<file path="src/rtl/stream_demux.sv">
// stream_demux: registered 1-to-N_CH valid/ready stream demultiplexer.
// The destination channel is taken from in_sel on the first beat of a
// packet and locked until the beat carrying in_last. A single output
// register (hold_*) gives one cycle of latency at full throughput.
//
// Ports:
//   clk, rst              clock, synchronous active-high reset
//   in_valid/in_ready     input handshake (in_ready is combinational from out_ready)
//   in_data, in_sel,      input beat payload, destination and end-of-packet flag
//   in_last
//   out_valid[N_CH]       one-hot channel valid (or all zero)
//   out_ready[N_CH]       per-channel ready
//   out_data, out_last    shared payload of the held beat
//   busy                  a multi-beat packet is open
//   drop_cnt (optional)   saturating count of packets dropped for an
//                         out-of-range select; present only when the macro
//                         STREAM_DEMUX_DROP_CNT_EN is defined
module stream_demux #(
    parameter int unsigned WIDTH = 8,
    parameter int unsigned N_CH  = 8,
    parameter int unsigned SEL_W = $clog2(N_CH)
) (
    input  logic             clk,
    input  logic             rst,
    input  logic             in_valid,
    output logic             in_ready,
    input  logic [WIDTH-1:0] in_data,
    input  logic [SEL_W-1:0] in_sel,
    input  logic             in_last,
    output logic [N_CH-1:0]  out_valid,
    input  logic [N_CH-1:0]  out_ready,
    output logic [WIDTH-1:0] out_data,
    output logic             out_last,
    output logic             busy
`ifdef STREAM_DEMUX_DROP_CNT_EN
    ,
    output logic [15:0]      drop_cnt
`endif
);

    localparam int unsigned CNT_W = 16;
    localparam logic [SEL_W:0] N_CH_L = (SEL_W + 1)'(N_CH);

    typedef enum logic {
        ST_IDLE,
        ST_LOCKED
    } state_t;

    state_t             state_q, state_d;
    logic [SEL_W-1:0]   chan_q, chan_d;
    logic               drop_q, drop_d;

    logic               hold_vld_q, hold_vld_d;
    logic [SEL_W-1:0]   hold_ch_q, hold_ch_d;
    logic [WIDTH-1:0]   hold_data_q, hold_data_d;
    logic               hold_last_q, hold_last_d;

    logic               drain_c;
    logic               accept_c;
    logic               sel_oor_c;
    logic [SEL_W-1:0]   route_ch_c;
    logic               route_drop_c;

`ifdef STREAM_DEMUX_DROP_CNT_EN
    logic [CNT_W-1:0]   drop_cnt_q, drop_cnt_d;
`endif

    // Decode the held beat onto its one-hot channel valid.
    always_comb begin
        out_valid = '0;
        for (int unsigned k = 0; k < N_CH; k++) begin
            out_valid[k] = hold_vld_q && (hold_ch_q == SEL_W'(k));
        end
    end

    // Only the selected channel's ready matters; others are masked by out_valid.
    assign drain_c   = |(out_valid & out_ready);
    assign in_ready  = !hold_vld_q || drain_c;
    assign accept_c  = in_valid && in_ready;
    // Can only be true when N_CH is not a power of two.
    assign sel_oor_c = ({1'b0, in_sel} >= N_CH_L);

    // State register.
    always_ff @(posedge clk) begin
        if (rst) begin
            state_q <= ST_IDLE;
            chan_q  <= '0;
            drop_q  <= 1'b0;
        end else begin
            state_q <= state_d;
            chan_q  <= chan_d;
            drop_q  <= drop_d;
        end
    end

    // Next-state logic: lock channel and drop flag on the first beat.
    always_comb begin
        state_d = state_q;
        chan_d  = chan_q;
        drop_d  = drop_q;
        case (state_q)
            ST_IDLE: begin
                if (accept_c) begin
                    chan_d = in_sel;
                    drop_d = sel_oor_c && !in_last;
                    if (!in_last) begin
                        state_d = ST_LOCKED;
                    end
                end
            end
            ST_LOCKED: begin
                if (accept_c && in_last) begin
                    state_d = ST_IDLE;
                    drop_d  = 1'b0;
                end
            end
            default: begin
                state_d = ST_IDLE;
            end
        endcase
    end

    // Output logic: route the beat and update the hold register.
    always_comb begin
        route_ch_c   = (state_q == ST_LOCKED) ? chan_q : in_sel;
        route_drop_c = (state_q == ST_LOCKED) ? drop_q : sel_oor_c;

        hold_vld_d  = hold_vld_q;
        hold_ch_d   = hold_ch_q;
        hold_data_d = hold_data_q;
        hold_last_d = hold_last_q;

        if (drain_c) begin
            hold_vld_d = 1'b0;
        end
        // A load in the same cycle as a drain overrides the clear.
        if (accept_c && !route_drop_c) begin
            hold_vld_d  = 1'b1;
            hold_ch_d   = route_ch_c;
            hold_data_d = in_data;
            hold_last_d = in_last;
        end

        busy     = (state_q == ST_LOCKED);
        out_data = hold_data_q;
        out_last = hold_last_q;
    end

`ifdef STREAM_DEMUX_DROP_CNT_EN
    // Count dropped packets on their first beat, saturating.
    always_comb begin
        drop_cnt_d = drop_cnt_q;
        if (accept_c && (state_q == ST_IDLE) && sel_oor_c && (drop_cnt_q != {CNT_W{1'b1}})) begin
            drop_cnt_d = drop_cnt_q + CNT_W'(1);
        end
    end

    always_ff @(posedge clk) begin
        if (rst) begin
            drop_cnt_q <= '0;
        end else begin
            drop_cnt_q <= drop_cnt_d;
        end
    end

    assign drop_cnt = drop_cnt_q;
`endif

    // Output hold register.
    always_ff @(posedge clk) begin
        if (rst) begin
            hold_vld_q  <= 1'b0;
            hold_ch_q   <= '0;
            hold_data_q <= '0;
            hold_last_q <= 1'b0;
        end else begin
            hold_vld_q  <= hold_vld_d;
            hold_ch_q   <= hold_ch_d;
            hold_data_q <= hold_data_d;
            hold_last_q <= hold_last_d;
        end
    end

endmodule

</file>
<file path="config.mk">
export PLATFORM = sky130hd
export DESIGN_NAME = stream_demux
export DESIGN_NICKNAME = d
export VERILOG_FILES = /design/src/rtl/stream_demux.sv
export SDC_FILE = /design/constraint.sdc
export NUM_CORES = 1
export LEC_CHECK = 0
export ABC_CLOCK_PERIOD_IN_PS = 2800
export BUFFER_PORTS_ARGS = -buffer_cell sky130_fd_sc_hd__buf_2
export CAP_MARGIN = 30
export CORE_MARGIN = 5
export CORE_UTILIZATION = 45
export DETAILED_ROUTE_END_ITERATION = 8
export PLACE_DENSITY_LB_ADDON = 0.15
export SYNTH_ARGS = -nofsm -noshare
export SYNTH_HDL_FRONTEND = slang
export SYNTH_SLANG_ARGS = --single-unit
</file>
<file path="constraint.sdc">
create_clock -name clk -period 2.8 [get_ports clk]
set_input_delay 0.14 -clock clk [delete_from_list [all_inputs] [get_ports clk]]
set_output_delay 0.14 -clock clk [all_outputs]
set_load 0.005 [all_outputs]
</file>
==> flow_summary_export.csv <==
group,metric,value,unit
run_status,outcome,"completed",
yosys,synth_cell_type_count,22,
placement,io_buffers,41,
finish,diodes,0,
yosys,synthCells,97,
yosys,synth-seq-area-share,0.3820,
timing,maxSlewHeadroom,0.6481,
finish,fillers,191,
timing,slew_viol_final,0,
pwr,peakVddDrop,0.3449,mV
grt,grt_pass1_vias,736,
timing,fin_skew,2.308,ps
critical_path,worst-path-max-fanout,7,
critical_path,r2r_end,"hold_ch_q[2]",
finish,layout-drive-gt1-share,0.3768,
routing,wire_per_inst,11.67,µm
timing,hold_slack,38.17,ps
timing,period_needed,1729,ps
timing,hold_viol_final,0,
critical_path,arrival,1590,ps
clock_network,h-tree-depth,1,
die,rows,16,
pwr,p_sw,0.1559,mW
timing,grt_setup_unrepaired,"no",
critical_path,worstSetupStartpointType,"flop",
yosys,netlist_area,890.9,µm²
routing,via_count,809,
yosys,synth_nets,120,
clock_network,cts_tree,"done",
clock_network,ctsHoldBuffers,0,
die,die_x,54.50,µm
critical_path,rrSetupSlack,1080,ps
critical_path,worstSetupEndpoint,"in_ready",
critical_path,cp-end-kind,"primary output",
routing,vias_per_cell,4.903,
routing,drcViolationCount,0,
die,core_area,0.001922,mm²
grt,antenna_found_initial,0,
pwr,power,0.5315,mW
finish,syn2layout_area_growth,25.56,%
grt,grt_pass1_wl,2.939,mm
clock_network,clkSinkCount,17,
routing,final_antenna_net_count,0,
finish,final_common_cell,"buf_2",
grt,grt_overflow_total,0,
worst_hold_path,hold_path.class,"in2reg",
critical_path,required,2660,ps
critical_path,crit_start,"hold_ch_q[2]",
die,start_util,0.4635,
routing,wirelength,1.926,mm
yosys,ys_ff_latch,17,
clock_network,cts_buffers,3,
clock_network,cts_root_buf,"clkbuf_4",
finish,layout_common_cells,"41 x buf_2, 29 x nand2_1, 19 x mux2i_1",
pwr,pwr-share-seq,0.524,
clock_network,path_clk_slew,100,ps
timing,worst_slew_pin_slew,526.6,ps
clock_network,cts-resized-gates,0,
routing,firstDrtPassIters,4,
timing,fin_crit_sh,0.6174,
critical_path,path_class,"reg2out",
grt,track_usage,0.1354,
yosys,syn_avg_cell_area,9.184,µm²
placement,hpwl,1.526,mm
placement,place_congestion,0.6747,
clock_network,insertion_delay,290,ps
pwr,p_int,0.3755,mW
routing,drt_iter0_drc,8,
timing,setup_slack,1071,ps
critical_path,timing.rr.start,"hold_ch_q[2]",
placement,post-place-ws,1068,ps
die,die_h,54.50,µm
die,dieArea,0.002970,mm²
timing,fin_tns_setup,0,ps
die,pin_count,42,
pwr,powerDensity,475.1,mW/mm²
clock_network,cts_buffer_depth,2,
pwr,clockPowerShare,0.247,
finish,final_nets,162,
timing,setup_viol,0,
grt,grt_start_max_net_pins,29,
pwr,p_leak,0.5489,nW
run,cap_violations,0,
yosys,yosys_warnings,0,
clock_network,postCtsSetupBuffers,0,
pwr,switching_share,0.2934,
pwr,comb_power_share,0.229,
timing,fmax,0.5785,GHz
critical_path,reg2regPathDepth,4,
metrics by stage:
| step | cells | instance area, µm² | utilization |
|---|---|---|---|
| finish | 165 | 1119 | 0.5820 |
| global route | 165 | 1119 | 0.5820 |
| CTS | 165 | 1119 | 0.5820 |
| detailed placement | 161 | 1091 | 0.5677 |
| global placement | 161 | 1091 | 0.5677 |
| floorplan | 97 | 890.9 | - |
power groups by stage:
| stage | Combinational (mW) | Clock (mW) | Sequential [mW] |
|---|---|---|---|
| after floorplan | 0.0885 | 0 | 0.281 |
| after global placement | 0.121 | 0 | 0.283 |
| after detailed placement | 0.123 | 0 | 0.284 |
| after CTS | 0.124 | 0.135 | 0.279 |
| after global routing | 0.136 | 0.147 | 0.281 |
| final | 0.122 | 0.131 | 0.279 |
area by class of cell:
type                            count  area [µm²]  area share
Multi-Input combinational cell     74       504.2      0.4508
Sequential cell                    17       340.3      0.3043
Timing Repair Buffer               41       205.2      0.1834
Tap cell                           27       33.78     0.03020
Clock buffer                        3       22.52     0.02013
Inverter                            2       7.507    0.006711
Clock inverter                      1       5.005    0.004474
critical path, stage by stage, from the launching register on:
cell     delay (ps)
dfxtp_1         490
mux2i_1         320
o221a_4         280
nand2_1          80
buf_2           130
layer usage:
layer / track usage / vias to the layer above / routed length, µm
li1: - / 416 / -
met1: 0.1565 / 372 / 852
met2: 0.2450 / 19 / 968
met3: 0.02452 / 2 / 91
met4: 0.04979 / 0 / 13
met5: 0 / - / 0
cell usage after synthesis:
cell type,n,share of area
nor2_1,8,0.034
o22ai_1,1,0.0070
a21oi_1,2,0.011
or2_1,1,0.0070
mux2_2,1,0.013
nand2_1,29,0.12
o221ai_1,1,0.0098
mux2i_1,19,0.21
o221a_4,1,0.022
a21oi_4,1,0.018
dfxtp_1,17,0.38
nand2b_1,3,0.021
inv_1,1,0.0042
inv_2,1,0.0042
buf_12,1,0.022
o211a_1,2,0.022
clkbuf_1,2,0.0084
a211oi_2,1,0.014
o211ai_1,2,0.017
o22a_2,1,0.011
buf_6,1,0.013
a211oi_4,1,0.022
cells by family (layout without fill, tap and decap cells):
family	Yosys count	in the layout	share of synthesized area
AOI/OAI and AO/OA	13	13	0.1559
buffers and inverters	6	47	0.05196
DFF	17	17	0.3820
muxes	20	20	0.2261
and+or+nand+nor	41	41	0.1840
state kept, by name, indices dropped and copies added (netlist names), named ones only:
signal / cells
out_data: 8
chan_q: 3
hold_ch_q: 3
hold_vld_q: 1
out_last: 1
how the worst min path moves through the flow:
stage                        end  startpoint  cells after the start
floorplan           hold_ch_q[0]         rst                      1
detailed placement  hold_ch_q[0]         rst                      2
CTS                 hold_ch_q[0]         rst                      2
finish              hold_ch_q[0]         rst                      2
global route        hold_ch_q[0]         rst                      2
global placement    hold_ch_q[0]         rst                      2
Note: power is estimated with default switching activity, not from simulation.
